`src/rtl/cavlc_read_run_befores_pkg.sv`:
```
// Shared constants and state encoding for the CAVLC run_before placement stage.
package cavlc_read_run_befores_pkg;

  localparam int LEVEL_W_DEF = 9;
  localparam int RB_MAX_LEN  = 11;
  localparam int MAX_COEFF   = 16;

  typedef enum logic [1:0] {
    ST_IDLE = 2'd0,
    ST_RUN  = 2'd1,
    ST_DONE = 2'd2
  } state_e;

endpackage

```
`src/rtl/cavlc_read_run_befores_vlc.sv`:
```
// Combinational run_before codeword decoder (H.264 Table 9-10), zl saturated at 7.
module cavlc_run_before_vlc (
  input  logic [0:10] rbsp,
  input  logic [2:0]  zl,
  output logic [3:0]  run,
  output logic [3:0]  len
);

  always_comb begin
    run = 4'd0;
    len = 4'd0;
    case (zl)
      3'd0: begin
        run = 4'd0;
        len = 4'd0;
      end
      3'd1: begin
        run = rbsp[0] ? 4'd0 : 4'd1;
        len = 4'd1;
      end
      3'd2: begin
        if (rbsp[0]) begin
          run = 4'd0;
          len = 4'd1;
        end else begin
          run = rbsp[1] ? 4'd1 : 4'd2;
          len = 4'd2;
        end
      end
      3'd3: begin
        run = 4'd3 - {2'b00, rbsp[0:1]};
        len = 4'd2;
      end
      3'd4: begin
        if (rbsp[0] | rbsp[1]) begin
          run = 4'd3 - {2'b00, rbsp[0:1]};
          len = 4'd2;
        end else begin
          run = rbsp[2] ? 4'd3 : 4'd4;
          len = 4'd3;
        end
      end
      3'd5: begin
        if (rbsp[0]) begin
          run = rbsp[1] ? 4'd0 : 4'd1;
          len = 4'd2;
        end else begin
          run = 4'd5 - {2'b00, rbsp[1:2]};
          len = 4'd3;
        end
      end
      3'd6: begin
        if (rbsp[0] & rbsp[1]) begin
          run = 4'd0;
          len = 4'd2;
        end else begin
          len = 4'd3;
          case (rbsp[0:2])
            3'b000:  run = 4'd1;
            3'b001:  run = 4'd2;
            3'b011:  run = 4'd3;
            3'b010:  run = 4'd4;
            3'b101:  run = 4'd5;
            default: run = 4'd6;
          endcase
        end
      end
      default: begin
        if (|rbsp[0:2]) begin
          run = 4'd7 - {1'b0, rbsp[0:2]};
          len = 4'd3;
        end else begin
          // No terminating one in the window: report an out-of-range run so it clamps and flags.
          run = 4'd15;
          len = 4'd11;
          for (int k = 10; k >= 3; k--) begin
            if (rbsp[k]) begin
              run = 4'(k + 4);
              len = 4'(k + 1);
            end
          end
        end
      end
    endcase
  end

endmodule

```
`src/rtl/cavlc_read_run_befores.sv`:
```
// CAVLC run_before stage: places latched levels into scan positions, one per cycle.
//   state | meaning
//   IDLE  | waiting for start
//   RUN   | one coefficient written per ena cycle, run_before decoded
//   DONE  | one-cycle done/err pulse, coeffs final
module cavlc_read_run_befores
  import cavlc_read_run_befores_pkg::*;
#(
  parameter int LEVEL_W = LEVEL_W_DEF
) (
  input  logic                         clk,
  input  logic                         rst_n,
  input  logic                         start,
  input  logic                         ena,
  input  logic [0:RB_MAX_LEN-1]        rbsp,
  input  logic [4:0]                   TotalCoeff,
  input  logic [3:0]                   TotalZeros,
  input  logic [MAX_COEFF*LEVEL_W-1:0] levels,
  output logic [3:0]                   len_comb,
  output logic                         busy,
  output logic                         done,
  output logic                         err,
  output logic [MAX_COEFF*LEVEL_W-1:0] coeffs
);

  state_e             state_q;
  logic               busy_q, done_q, err_o_q, err_q;
  logic [4:0]         i_q, pos_q, tc_q;
  logic [3:0]         zl_q;
  logic [LEVEL_W-1:0] lvl_q   [MAX_COEFF];
  logic [LEVEL_W-1:0] coeff_q [MAX_COEFF];

  logic [2:0] zl_sat;
  logic [3:0] vlc_run, vlc_len, run_raw, run_eff, zl_d;
  logic [4:0] pos_d;
  logic       read_en, last, over, err_d;

  cavlc_run_before_vlc u_vlc (
    .rbsp (rbsp),
    .zl   (zl_sat),
    .run  (vlc_run),
    .len  (vlc_len)
  );

  always_comb begin
    zl_sat   = (zl_q > 4'd7) ? 3'd7 : zl_q[2:0];
    last     = (i_q == (tc_q - 5'd1));
    read_en  = (state_q == ST_RUN) && ena && !last && (zl_q != 4'd0);
    len_comb = read_en ? vlc_len : 4'd0;
    run_raw  = read_en ? vlc_run : 4'd0;
    over     = (run_raw > zl_q);
    run_eff  = over ? zl_q : run_raw;
    err_d    = err_q | over;
    pos_d    = pos_q - 5'd1 - {1'b0, run_eff};
    zl_d     = zl_q - run_eff;
  end

  always_ff @(posedge clk or negedge rst_n) begin
    if (!rst_n) begin
      state_q <= ST_IDLE;
      busy_q  <= 1'b0;
      done_q  <= 1'b0;
      err_o_q <= 1'b0;
      err_q   <= 1'b0;
      i_q     <= 5'd0;
      pos_q   <= 5'd0;
      tc_q    <= 5'd0;
      zl_q    <= 4'd0;
      for (int k = 0; k < MAX_COEFF; k++) begin
        lvl_q[k]   <= '0;
        coeff_q[k] <= '0;
      end
    end else begin
      case (state_q)
        ST_IDLE: begin
          done_q  <= 1'b0;
          err_o_q <= 1'b0;
          if (start) begin
            for (int k = 0; k < MAX_COEFF; k++) begin
              lvl_q[k]   <= levels[k*LEVEL_W +: LEVEL_W];
              coeff_q[k] <= '0;
            end
            tc_q  <= TotalCoeff;
            i_q   <= 5'd0;
            pos_q <= TotalCoeff + {1'b0, TotalZeros} - 5'd1;
            zl_q  <= TotalZeros;
            err_q <= 1'b0;
            if (TotalCoeff == 5'd0) begin
              state_q <= ST_DONE;
              done_q  <= 1'b1;
            end else begin
              state_q <= ST_RUN;
              busy_q  <= 1'b1;
            end
          end
        end
        ST_RUN: begin
          if (ena) begin
            coeff_q[pos_q[3:0]] <= lvl_q[i_q[3:0]];
            pos_q <= pos_d;
            zl_q  <= zl_d;
            i_q   <= i_q + 5'd1;
            err_q <= err_d;
            if (last) begin
              state_q <= ST_DONE;
              busy_q  <= 1'b0;
              done_q  <= 1'b1;
              err_o_q <= err_d;
            end
          end
        end
        ST_DONE: begin
          state_q <= ST_IDLE;
          done_q  <= 1'b0;
          err_o_q <= 1'b0;
        end
        default: begin
          state_q <= ST_IDLE;
          busy_q  <= 1'b0;
          done_q  <= 1'b0;
          err_o_q <= 1'b0;
        end
      endcase
    end
  end

  assign busy = busy_q;
  assign done = done_q;
  assign err  = err_o_q;

  for (genvar g = 0; g < MAX_COEFF; g++) begin : g_pack
    assign coeffs[g*LEVEL_W +: LEVEL_W] = coeff_q[g];
  end

endmodule
```
`config.mk`:
```
export PLATFORM = sky130hd
export DESIGN_NAME = cavlc_read_run_befores
export DESIGN_NICKNAME = d
export VERILOG_FILES = /design/src/rtl/cavlc_read_run_befores_pkg.sv /design/src/rtl/cavlc_read_run_befores_vlc.sv /design/src/rtl/cavlc_read_run_befores.sv
export SDC_FILE = /design/constraint.sdc
export NUM_CORES = 1
export LEC_CHECK = 0
export ABC_CLOCK_PERIOD_IN_PS = 5400
export CELL_PAD_IN_SITES_DETAIL_PLACEMENT = 0
export CELL_PAD_IN_SITES_GLOBAL_PLACEMENT = 2
export CORE_AREA = 5 5 215 217
export DETAILED_ROUTE_END_ITERATION = 8
export DIE_AREA = 0 0 220 222
export HOLD_SLACK_MARGIN = 0.15
export PLACE_DENSITY = 0.82
export SYNTH_ARGS = -nofsm -noshare
export SYNTH_HDL_FRONTEND = slang
export SYNTH_HIERARCHICAL = 1
export SYNTH_SLANG_ARGS = --single-unit
```
`constraint.sdc`:
```
create_clock -name clk -period 5.4 [get_ports clk]
set_input_delay 1.08 -clock clk [delete_from_list [all_inputs] [get_ports clk]]
set_output_delay 1.08 -clock clk [all_outputs]
set_load 0.01 [all_outputs]
```
==> impl_metrics.toml <==
[synthesis]
synthFlopType = "dfrtp_1"
synth_mux_area_share_pct = 7.503
synth_xor_area_share_pct = 1.071
synth_compound_area_share_pct = 13.82
synth_edf_count = 0
synth_adder_area_share_pct = 1.682
ys_ff_latch = 312
syn_inst = 1300
syn_nets = 1484
seq_area_frac_synth_pct = 56.14
synth_top_family_by_area = "simple AND/OR/NAND/NOR gates"
yosysUniqueCellTypes = 65
syn_area_per_cell_sq_um = 10.70
yosysWarnings = 6
syn_area_sq_um = 13910
synth-simple-area-share_pct = 16.23
async_flop_share_pct = 100.0

[sta]
setup_violations = 0
finalHoldViolations = 0
fin_worst_skew_ns = 0.007366
grt_setup_unrepaired = "no"
worst_pin_slew_ns = 1.195
fmax_ghz = 0.2052
final_max_slew_viol_count = 0
fin_crit_sh_pct = 90.25
fin_crit_ns = 4.874
slew_headroom_pct = 20.31
tns_ns = 0
whs_ns = 0.4666

[critical_path]
crit_path_frequent_cell = "inv_1"
cp_num_buf_inv = 4
crit_type = "in -> reg"
cp.arrival_ns = 5.32
crit_path_cell_trace = "clkdlybuf4s50_1 > inv_1 > a21oi_1 > o311ai_0 > a211oi_1 > inv_1 > or4_4 > o31ai_4 > o2111ai_2 > a2bb2oi_4 > nor2_1 > a21o_1 > inv_1 > ha_1 > a21oi_1 > o22ai_1 > a31oi_1 > o221a_2 > a21boi_1"
critical_path_required_ns = 5.85
slowest_stage = "clkdlybuf4s50_1"
setup.worst_path.end_class = "register"
cp_max_fo = 10
slowest_delay_ns = 0.66
startpoint_type = "primary input"
critical_path.top_delay_family = "compound AO/OA/AOI/OAI gates"

[clock_network]
cts.sinks = 312
worst_skew_pair.late_latency_ns = 0.53
path_clk_slew_ns = 0.06
cts_hold_buf = 0
cts_root_buf = "clkbuf_16"
clock_path_buffers = 3
numCtsBuffers = 36
cts_tree = "done"
ctsResizeCount = 0
cts_setup_buffers = 0
htree_levels = 2

[detailed_routing]
vias = 10940
dr.pass1.iters = 5
ant_nets = 0
wl_per_cell_microns = 20.26
viasPerCell = 4.940
wl_mm = 44.85
route.detailed.drc = 0
dr.first_iter.drc_count = 854

[layout]
final_cell_mix = "465 x nand2_1, 317 x clkdlybuf4s50_1, 310 x dfrtp_1, 145 x a22o_1, 46 x nor2_1"
syn2layout_area_growth_pct = 34.91
finalNetCount = 1783
finish.utilization_pct = 42.71
final_common_cell = "nand2_1"
drive_above_1_share_pct = 8.143
finalInstanceArea_sq_um = 18760
fill_cells = 4321

[global_routing]
antenna_found_initial = 1
grt_use_total_pct = 18.09
grt_pass1_wl_mm = 69.55
grt_pass1_vias = 11640
overflow = 0
grt_max_degree = 109

[placement]
port_buffers = 318
dp_hpwl_mm = 31.80
placed_area_sq_um = 17620
gp_congestion = 0.8707

[power_and_ir_drop]
design_power_total_uw = 10550
cellPowerDensity_nw_per_um2 = 562.3
leakage_uw = 0.008684
peakVddDrop_mv = 0.2609

[min_path]
hold_path_class = "reg -> reg"

[floorplan]
io-pin-count = 319
fp.dieH_microns = 222
core_sq_um = 43930
die_w_microns = 220
initial_core_util_pct = 31.66
die_area_sq_um = 48840
rows = 77

[job]
max-cap-violations = 0

[status]
outcome = "complete, no violations"
metrics by stage:
stage               instances  setup slack [ns]
global placement         2153            0.1049
floorplan                1300             1.016
CTS                      2213            0.6049
detailed placement       2153           0.02586
global route             2213            0.2207
finish                   2214            0.5265
worst min-delay path, stage by stage (launching register included):
cell and delay (ns):
dfrtp_1 0.33, nand2_1 0.05, nand2_1 0.05
cells in the mapped netlist (all sizes together) (4+ instances only):
cell / n / area [sq um]
nor3: 10 / 55.05
a21oi: 30 / 150.1
and3: 6 / 37.54
inv: 28 / 105.1
nor2: 46 / 172.7
xnor2: 8 / 70.07
nand2: 466 / 1749
ha: 13 / 162.7
a211oi: 5 / 47.54
nand2b: 7 / 43.79
a22o: 145 / 1270
o21ai: 22 / 110.1
a21o: 4 / 30.03
mux4: 45 / 1013
buf: 28 / 212.7
xor2: 9 / 78.83
clkbuf: 47 / 177.7
and2: 5 / 31.28
dfrtp: 312 / 7807
a31oi: 5 / 31.28
report_power, final:
group | total, uW | switching [uW] | leakage, uW | internal (uW)
sequential | 3690 | 525 | 0.00409 | 3160
combinational | 4460 | 2610 | 0.00403 | 1850
clock | 2410 | 954 | 0.000563 | 1450
total | 10600 | 4090 | 0.00868 | 6460
flip-flops by register name, indices dropped and copies added, names as in the netlist, 2 cells and up:
register and cells:
coeffs 144, lvl_q 144, i_q 5, tc_q 5, pos_q 4, zl_q 4, state_q 2
worst paths after layout:
path	start	end	slack (ns)	cells past startpoint
worst max-delay path	rbsp[1]	zl_q[3]	0.53	19
worst min register to register	lvl_q[2]	lvl_q[2]	0.47	2
max in group asynchronous	rst_n	lvl_q[104]	3.66	2
worst max register to register	zl_q[3]	zl_q[3]	0.80	19
min in group asynchronous	rst_n	coeffs[46]	0.62	1
worst min-delay path	lvl_q[2]	lvl_q[2]	0.47	2
logic make-up after synthesis:
kind of cell | count (synthesis)
and+or+nand+nor | 562
DFF | 312
AOI/OAI and AO/OA | 241
buffers and inverters | 103
muxes | 48
xor gates and xnor gates | 17
adders and majority gates | 17
layer usage:
metal	up-vias	global-route usage, %	wire length, microns
li1	5106	-	-
met1	5403	24.95	19800
met2	352	29.11	21360
met3	75	3.277	2538
met4	2	5.597	1136
met5	-	0	15
area by class of cell:
cell class | count | area, sq um | share of cell area (%)
multi-input cells | 885 | 5615 | 29.93
well taps | 592 | 740.7 | 3.947
inverters | 28 | 105.1 | 0.5601
flip-flops and latches | 312 | 7810 | 41.62
diodes | 1 | 2.502 | 0.01334
clock inverters | 9 | 123.9 | 0.6601
repair buffers | 336 | 3348 | 17.84
clock buffers | 51 | 1018 | 5.428
Note: power is estimated with default switching activity, not from simulation.
